### config.mk
export PLATFORM = sky130hd
export DESIGN_NAME = binary_decoder
export DESIGN_NICKNAME = d
export VERILOG_FILES = /design/src/rtl/binary_codec_pkg.sv /design/src/rtl/binary_decoder_core.sv /design/src/rtl/binary_decoder.sv
export SDC_FILE = /design/constraint.sdc
export NUM_CORES = 1
export LEC_CHECK = 0
export BUFFER_PORTS_ARGS = -buffer_cell sky130_fd_sc_hd__buf_2
export CAP_MARGIN = 15
export CORE_MARGIN = 8
export CORE_UTILIZATION = 58
export CTS_BUF_LIST = sky130_fd_sc_hd__clkbuf_4
export CTS_CLUSTER_SIZE = 24
export DETAILED_ROUTE_END_ITERATION = 12
export PLACE_DENSITY = 0.84
export REMOVE_ABC_BUFFERS = 1
export SLEW_MARGIN = 30
export SYNTH_ARGS = -nofsm -noshare
export SYNTH_HDL_FRONTEND = slang
export SYNTH_HIERARCHICAL = 1
export SYNTH_SLANG_ARGS = --single-unit
### constraint.sdc
create_clock -name clk -period 3.9 [get_ports clk]
set_input_delay 0.585 -clock clk [delete_from_list [all_inputs] [get_ports clk]]
set_output_delay 0.585 -clock clk [all_outputs]
set_load 0.02 [all_outputs]
### src/rtl/binary_codec_pkg.sv
// Shared definitions for the binary <-> one-hot codec blocks.
//   - clog2() and in_width(): index width rule, max(1, clog2(SIZE))
//   - occ_state_t: pipeline occupancy encodings EMPTY / ONE / TWO
package binary_codec_pkg;

    typedef enum logic [1:0] {
        EMPTY = 2'd0,
        ONE   = 2'd1,
        TWO   = 2'd2
    } occ_state_t;

    function automatic int clog2(input int n);
        int r;
        r = 0;
        for (longint v = 1; v < longint'(n); v = v * 2) begin
            r++;
        end
        return r;
    endfunction

    // SIZE = 1 still needs a one-bit index so that index 1 can be flagged.
    function automatic int in_width(input int size);
        int w;
        w = clog2(size);
        return (w < 1) ? 1 : w;
    endfunction

endpackage

### src/rtl/binary_decoder_core.sv
// Combinational binary index -> one-hot decode with out-of-range flag.
// Ports:
//   i_idx     in   IN_W  binary index
//   o_onehot  out  SIZE  one-hot select, all-zero when i_idx >= SIZE
//   o_oor     out  1     1 when i_idx >= SIZE
module binary_decoder_core
    import binary_codec_pkg::*;
#(
    parameter  int SIZE = 16,
    localparam int IN_W = in_width(SIZE)
) (
    input  logic [IN_W-1:0] i_idx,
    output logic [SIZE-1:0] o_onehot,
    output logic            o_oor
);

    logic [31:0] w_idx_ext;

    assign w_idx_ext = 32'(i_idx);

    for (genvar k = 0; k < SIZE; k++) begin : g_dec
        assign o_onehot[k] = (w_idx_ext == 32'(k));
    end

    assign o_oor = (w_idx_ext >= 32'(SIZE));

endmodule

### src/rtl/binary_decoder.sv
// Streaming binary-to-one-hot decoder with AXI-Stream style handshakes.
// One-cycle latency, full throughput, output register plus one skid register.
// Optional feature macro: BINARY_DECODER_ERRCNT_EN enables the saturating
// out-of-range counter on err_count; otherwise err_count is tied to zero.
// Ports:
//   clk, reset  clock and synchronous active-high reset
//   i_tdata     in   IN_W  binary index
//   i_tlast     in   1     passed through with the beat
//   i_tvalid    in   1     input valid
//   i_tready    out  1     input ready (registered)
//   o_tdata     out  SIZE  one-hot vector, zero for out-of-range index
//   o_tuser     out  1     index was >= SIZE
//   o_tlast     out  1     copy of i_tlast
//   o_tvalid    out  1     output valid
//   o_tready    in   1     output ready
//   err_count   out  CNT_W saturating count of accepted out-of-range beats
module binary_decoder
    import binary_codec_pkg::*;
#(
    parameter  int SIZE  = 16,
    parameter  int CNT_W = 16,
    localparam int IN_W  = in_width(SIZE)
) (
    input  logic             clk,
    input  logic             reset,
    input  logic [IN_W-1:0]  i_tdata,
    input  logic             i_tlast,
    input  logic             i_tvalid,
    output logic             i_tready,
    output logic [SIZE-1:0]  o_tdata,
    output logic             o_tuser,
    output logic             o_tlast,
    output logic             o_tvalid,
    input  logic             o_tready,
    output logic [CNT_W-1:0] err_count
);

    occ_state_t r_state;
    occ_state_t w_next_state;
    logic       r_tready;

    logic w_accept;
    logic w_xfer;
    logic w_load_out;
    logic w_load_skid;
    logic w_skid_to_out;

    logic [SIZE-1:0] w_in_data;
    logic            w_in_oor;

    logic [SIZE-1:0] r_out_data;
    logic            r_out_user;
    logic            r_out_last;
    logic [SIZE-1:0] r_skid_data;
    logic            r_skid_user;
    logic            r_skid_last;

    binary_decoder_core #(
        .SIZE (SIZE)
    ) u_core (
        .i_idx    (i_tdata),
        .o_onehot (w_in_data),
        .o_oor    (w_in_oor)
    );

    assign w_accept = i_tvalid && r_tready;
    assign w_xfer   = o_tvalid && o_tready;

    always_ff @(posedge clk) begin
        if (reset) begin
            r_state  <= EMPTY;
            r_tready <= 1'b0;
        end else begin
            r_state  <= w_next_state;
            r_tready <= (w_next_state != TWO);
        end
    end

    // A registered ready that is high guarantees r_state != TWO, so an
    // accept never coincides with a full pipeline.
    always_comb begin
        w_next_state  = r_state;
        w_load_out    = 1'b0;
        w_load_skid   = 1'b0;
        w_skid_to_out = 1'b0;
        case (r_state)
            EMPTY: begin
                if (w_accept) begin
                    w_next_state = ONE;
                    w_load_out   = 1'b1;
                end
            end
            ONE: begin
                case ({w_accept, w_xfer})
                    2'b10: begin
                        w_next_state = TWO;
                        w_load_skid  = 1'b1;
                    end
                    2'b01: w_next_state = EMPTY;
                    2'b11: w_load_out = 1'b1;
                    default: ;
                endcase
            end
            TWO: begin
                if (w_xfer) begin
                    w_next_state  = ONE;
                    w_skid_to_out = 1'b1;
                end
            end
            default: w_next_state = EMPTY;
        endcase
    end

    always_ff @(posedge clk) begin
        if (reset) begin
            r_out_data  <= '0;
            r_out_user  <= 1'b0;
            r_out_last  <= 1'b0;
            r_skid_data <= '0;
            r_skid_user <= 1'b0;
            r_skid_last <= 1'b0;
        end else begin
            if (w_load_out) begin
                r_out_data <= w_in_data;
                r_out_user <= w_in_oor;
                r_out_last <= i_tlast;
            end else if (w_skid_to_out) begin
                r_out_data <= r_skid_data;
                r_out_user <= r_skid_user;
                r_out_last <= r_skid_last;
            end
            if (w_load_skid) begin
                r_skid_data <= w_in_data;
                r_skid_user <= w_in_oor;
                r_skid_last <= i_tlast;
            end
        end
    end

    assign i_tready = r_tready;
    assign o_tvalid = (r_state != EMPTY);
    assign o_tdata  = r_out_data;
    assign o_tuser  = r_out_user;
    assign o_tlast  = r_out_last;

`ifdef BINARY_DECODER_ERRCNT_EN
    logic [CNT_W-1:0] r_err_count;

    always_ff @(posedge clk) begin
        if (reset) begin
            r_err_count <= '0;
        end else if (w_accept && w_in_oor && (r_err_count != '1)) begin
            r_err_count <= r_err_count + CNT_W'(1);
        end
    end

    assign err_count = r_err_count;
`else
    assign err_count = '0;
`endif

endmodule

After elaboration in Yosys (flattened, before gate mapping). Cells that the tools add are included.

Bits in registers: 39. Output and inout port bits: 36. Logic and storage cells: 53.

Magnitude comparators: 1. Eq/ne operators: 21. Muxes and demuxes: 17. Reduce and logical (&&, ||, !) cells: 6.

Operators by type and width (number): 4-bit == test (second input constant) (8); 32-bit zero test (1); 16-bit two-way mux (2); 4-bit by 3-bit == test with 1-bit output (second input constant) (4); 1-bit two-way mux (10); 4-bit by 2-bit == test with 1-bit output (second input constant) (2); 2-bit == test (second input constant) (3); 2-bit case mux with 3 select lines (1); 4-bit by 5-bit greater-or-equal comparator with 1-bit output (second input constant) (1); 2-bit by 1-bit == test with 1-bit output (second input constant) (2); 4-bit by 1-bit == test with 1-bit output (second input constant) (1); 2-bit two-way mux (2); 2-bit case mux with 2 select lines (1); 2-bit nonzero test (2); 1-bit logical AND (2); 2-bit zero test (1); 2-bit inequality test (second input constant) (1); 1-bit case mux with 2 select lines (1).

Depth between registers and ports, before layout.
Word-level depth: 6. Gate-level depth with buffers: 6.

Hierarchy. The synthesis kept the hierarchy.

By module, submodules not included: binary_decoder (instances 1, cells an instance 214, area an instance 1819.2 um^2); binary_decoder_core (instances 1, cells an instance 22, area an instance 237.7 um^2).

Worst setup path after synthesis. No wires, ideal clock.

Kind: input -> register. Start point: input port o_tready. End point: register r_out_data[15], in the netlist o_tdata[15]. Setup time: 0.089 ns. Arrival: 1.442 ns. Path slack: 2.369 ns. Stages on the path: 6. Path buffers: 2. Path through: nand2_1 > or2_1 > buf_2 > buf_2 > nand2_1 > a311oi_2.

Longest elaborated chain between the ends: 5.

RTL lines: start: declaration (line binary_decoder.sv:34) `input logic o_tready,`; 1-bit logical AND (*) (line binary_decoder.sv:67) `assign w_xfer = o_tvalid && o_tready;`; 2-bit == test (line binary_decoder.sv:94) `case ({w_accept, w_xfer})`; 1-bit two-way mux (line binary_decoder.sv:94); 1-bit case mux with 2 select lines (line binary_decoder.sv:86) `case (r_state)`; 16-bit two-way mux / 2-bit nonzero test (equally long branches); end signal: assignment (line binary_decoder.sv:124) `r_out_data <= w_in_data;`; end signal: assignment (line binary_decoder.sv:128) `r_out_data <= r_skid_data;`; end: declaration (line binary_decoder.sv:51) `logic [SIZE-1:0] r_out_data;`.

Mark *: on every way between the ends. The rest lies on a longest branch, timed or not. A chain may end at the register's enable or synchronous reset.

Worst setup path in the final report.
Start point: register r_state[0]. End point: output port o_tvalid.

Longest elaborated chain between the ends: 1.

RTL lines: start: declaration (line binary_decoder.sv:38) `occ_state_t r_state;`; start signal: assignment (line binary_decoder.sv:74) `r_state <= w_next_state;`; 2-bit nonzero test (line binary_decoder.sv:141) `assign o_tvalid = (r_state != EMPTY);`; end: declaration (line binary_decoder.sv:33) `output logic o_tvalid,`.

Every way passes these cells.

==> summary.md <==
| Metric | Value |
|---|---|
| Critical Path RT | 3310 ps |
| Slew headroom | 44.6% |
| Synth area leader | dfxtp_1 |
| R2r setup slk | 2190 ps |
| HPWL after detailed placement | 2.64 mm |
| Worst-Skew Late Latency | 340 ps |
| Global-route wire length before repair | 6.82 mm |
| RSZ-0062 raised after global routing | false |
| WL/cell | 13.8 um |
| CP max stage delay | 390 ps |
| Max Cap Violations | 0 |
| Sequential fraction of the synthesis area | 38.0% |
| Grt total ovfl | 0 |
| Setup Fix Bufs, Post-CTS | 0 |
| Hold Path Depth | 2 |
| Internal power | 0.523 mW |
| Final Slew Violations | 0 |
| Worst Path Max Fanout | 6 |
| #FFs+latches synth | 39 |
| Switching power | 0.212 mW |
| Starting DRC count in detailed routing | 77 |
| Status | finished clean |
| Mapped Cells | 236 |
| Startpoint Class | flop |
| Lkg Pwr | 0.792 nW |
| Worst-path cell chain | or2_2 -> buf_2 |
| Total track usage | 15.3% |
| Met1 Use GR | 18.2% |
| R2r startpoint | r_state[1] |
| Die ar. | 0.00571 mm2 |
| Finished Core Util | 62.2% |
| WP data arrival | 1190 ps |
| Number of diodes | 0 |
| GR peak layer | met2 |
| IO Port Bufs | 28 |
| Switching part of the total | 28.8% |
| Die X | 75.6 um |
| Drt total wl | 4.10 mm |
| Synth Warn # | 6 |
| Seq pwr share | 57.4% |
| VDD IR max | 0.187 mV |
| Final TNS setup | 0 ps |
| Core ar. | 0.00336 mm2 |
| Worst-Margin Slew | 832 ps |
| Number of synthesized flops with an enable pin | 0 |
| Worst r2r path cells | 4 |
| H-tree depth | 2 |
| # rows | 21 |
| CTS Hold Bufs | 0 |
| Pin count of the biggest net entering global routing | 40 |
| Area Overhead vs Synth | 1.64% |
| Setup violators final | 0 |
| Kind of critical path | reg -> out |
| Post-synth top area share | 38.0% |
| Layout fillers | 325 |
| Critical Path End Type | output port |
| Ports | 45 |
| DR pass1 iterations | 4 |
| Asr flop ratio synth | 0% |
| Pwr dens | 351 mW/mm2 |
| NumNets Final | 260 |
| Met2 Resource Use GR | 26.1% |
| Vias | 1580 |
| Tmin final | 1770 ps |
| Final Hold Viols | 0 |
| Netlist cell types | 28 |
| Initial Util | 61.2% |
| Syn avg cell area | 8.72 um2 |
| Hold Path Class | reg -> reg |
| Hold wc startpoint | r_skid_data[13] |
| Die Y-Extent | 75.6 um |
| GR Util met3 | 4.47% |
| Routed Antenna Nets | 0 |
| DRC | 0 |
| Clock Tree Root | clkbuf_4 |
| Vias in the first global route | 1527 |
| Crit path max-delay family | flip-flops |
| Main synth FF type | dfxtp_1 |
| Post-Syn Area | 0.00206 mm2 |
| Fmax | 564 MHz |
| Multi-input logic area | 0.00107 mm2 |
| Via density | 5.34 |
| Initial antenna violation count | 0 |
| Synth top area cells | dfxtp_1, nand2_1, a311oi_2 |
| Slowest CP cell | dfxtp_1 |
| CP startpoint | r_state[0] |
| Clk sink count | 39 |
| CTS tree | yes |
| Comb pwr share | 16.8% |
| Final Skew | 2.69 ps |
| Clock group share of total power | 25.8% |
| FF-to-FF End | r_skid_data[6] |
| Tcrit/Tclk final | 45.5% |
| CTS clk-pin slew, worst paths | 100 ps |
| Routability-driven placement congestion ratio | 0.728 |
| CTS resizes | 0 |
| FF+latch area | 781 um2 |
| CP bufs+invs | 1 |
| Worst hold path endpoint | r_skid_data[13] |
| Longest Clk Path Bufs | 2 |
| Share of cells above drive strength 1 | 28.0% |
| CTS Buf Count | 5 |
==> stage by stage <==
step	hold WS, ps	cells	power [mW]	worst slack [ps]	cell area, um2
global route	471	296	0.768	2060	2090
detailed placement	447	290	0.554	1910	2050
floorplan	431	216	0.510	2320	1850
global placement	442	290	0.551	1970	2050
finish	461	296	0.735	2130	2090
CTS	461	296	0.740	2110	2090
==> metal layers <==
| layer | up-vias | part of all wire (%) | routed length [um] |
|---|---|---|---|
| met5 | - | 0 | 0 |
| met4 | 0 | 0.51 | 21 |
| met3 | 2 | 5.9 | 240 |
| met2 | 38 | 48 | 1970 |
| met1 | 743 | 45 | 1860 |
| li1 | 797 | - | - |
==> sequential cells by signal, indices dropped and copies added (netlist names) <==
name / cells
r_skid_user: 1
i_tready: 1
o_tdata: 16
r_state: 2
o_tuser: 1
o_tlast: 1
r_skid_data: 16
r_skid_last: 1
==> kinds of logic (layout without fill, tap and decap cells) <==
kind of cell | after synthesis | in the layout | share of synthesized area [%]
flip-flops | 39 | 39 | 38.0
buffers and inverters | 35 | 34 | 12.9
multiplexers | 2 | 2 | 0.973
AND/OR/NAND/NOR | 120 | 120 | 31.4
other | 2 | 17 | 0.365
AO/OA/AOI/OAI | 38 | 38 | 16.4
==> cell usage in the layout, fill, tap and decap left out, drive strengths merged <==
cell type	count
a21oi	19
and2b	1
nor2	22
and4bb	6
and4	1
o22a	1
and2	1
and3b	1
or2	2
buf	28
nand2b	1
clkbuf	6
nor4	1
nor3	1
dfxtp	39
a311oi	18
nor4b	4
nand2	75
and4b	4
mux2i	2
conb	17
==> tightest hold or removal path: stages, from the launching register on <==
cell and delay, ps:
dfxtp_1 320, nand2_1 50, a21oi_1 50
==> worst max-delay path by stage <==
stage / slack [ps] / to / cells after the start
2_1_floorplan: 2320 / o_tlast / 4
3_3_place_gp: 1970 / o_tuser / 5
3_5_place_dp: 1910 / o_tdata[6] / 5
4_1_cts: 2110 / o_tvalid / 2
5_1_grt: 2060 / r_skid_data[10] / 4
6_report: 2130 / o_tvalid / 2
==> layout make-up <==
cell class / instances / share of cell area (%)
clock buffers: 6 / 2.15
multi-input cells: 177 / 51.0
flip-flops and latches: 39 / 37.3
well taps: 46 / 2.75
repair buffers: 28 / 6.70
==> power by group through the flow <==
stage	registers, mW	clock network [mW]	logic, mW
floorplan	0.447	0	0.0635
global placement	0.430	0	0.121
detailed placement	0.431	0	0.123
CTS	0.421	0.195	0.124
global route	0.423	0.211	0.134
finish	0.421	0.190	0.123
==> synth_stat cells, types with 2 or more instances <==
master     n
nor4b_2    4
nor2_1    11
and4b_1    4
buf_2      4
a311oi_2  12
mux2i_1    2
buf_4     24
nor2_2    10
a21oi_1   19
nand2_1   75
dfxtp_1   39
a311oi_1   6
conb_1     2
clkbuf_1   4
and4bb_2   6
buf_8      2
No activity file was read; power rests on OpenSTA's default activity.
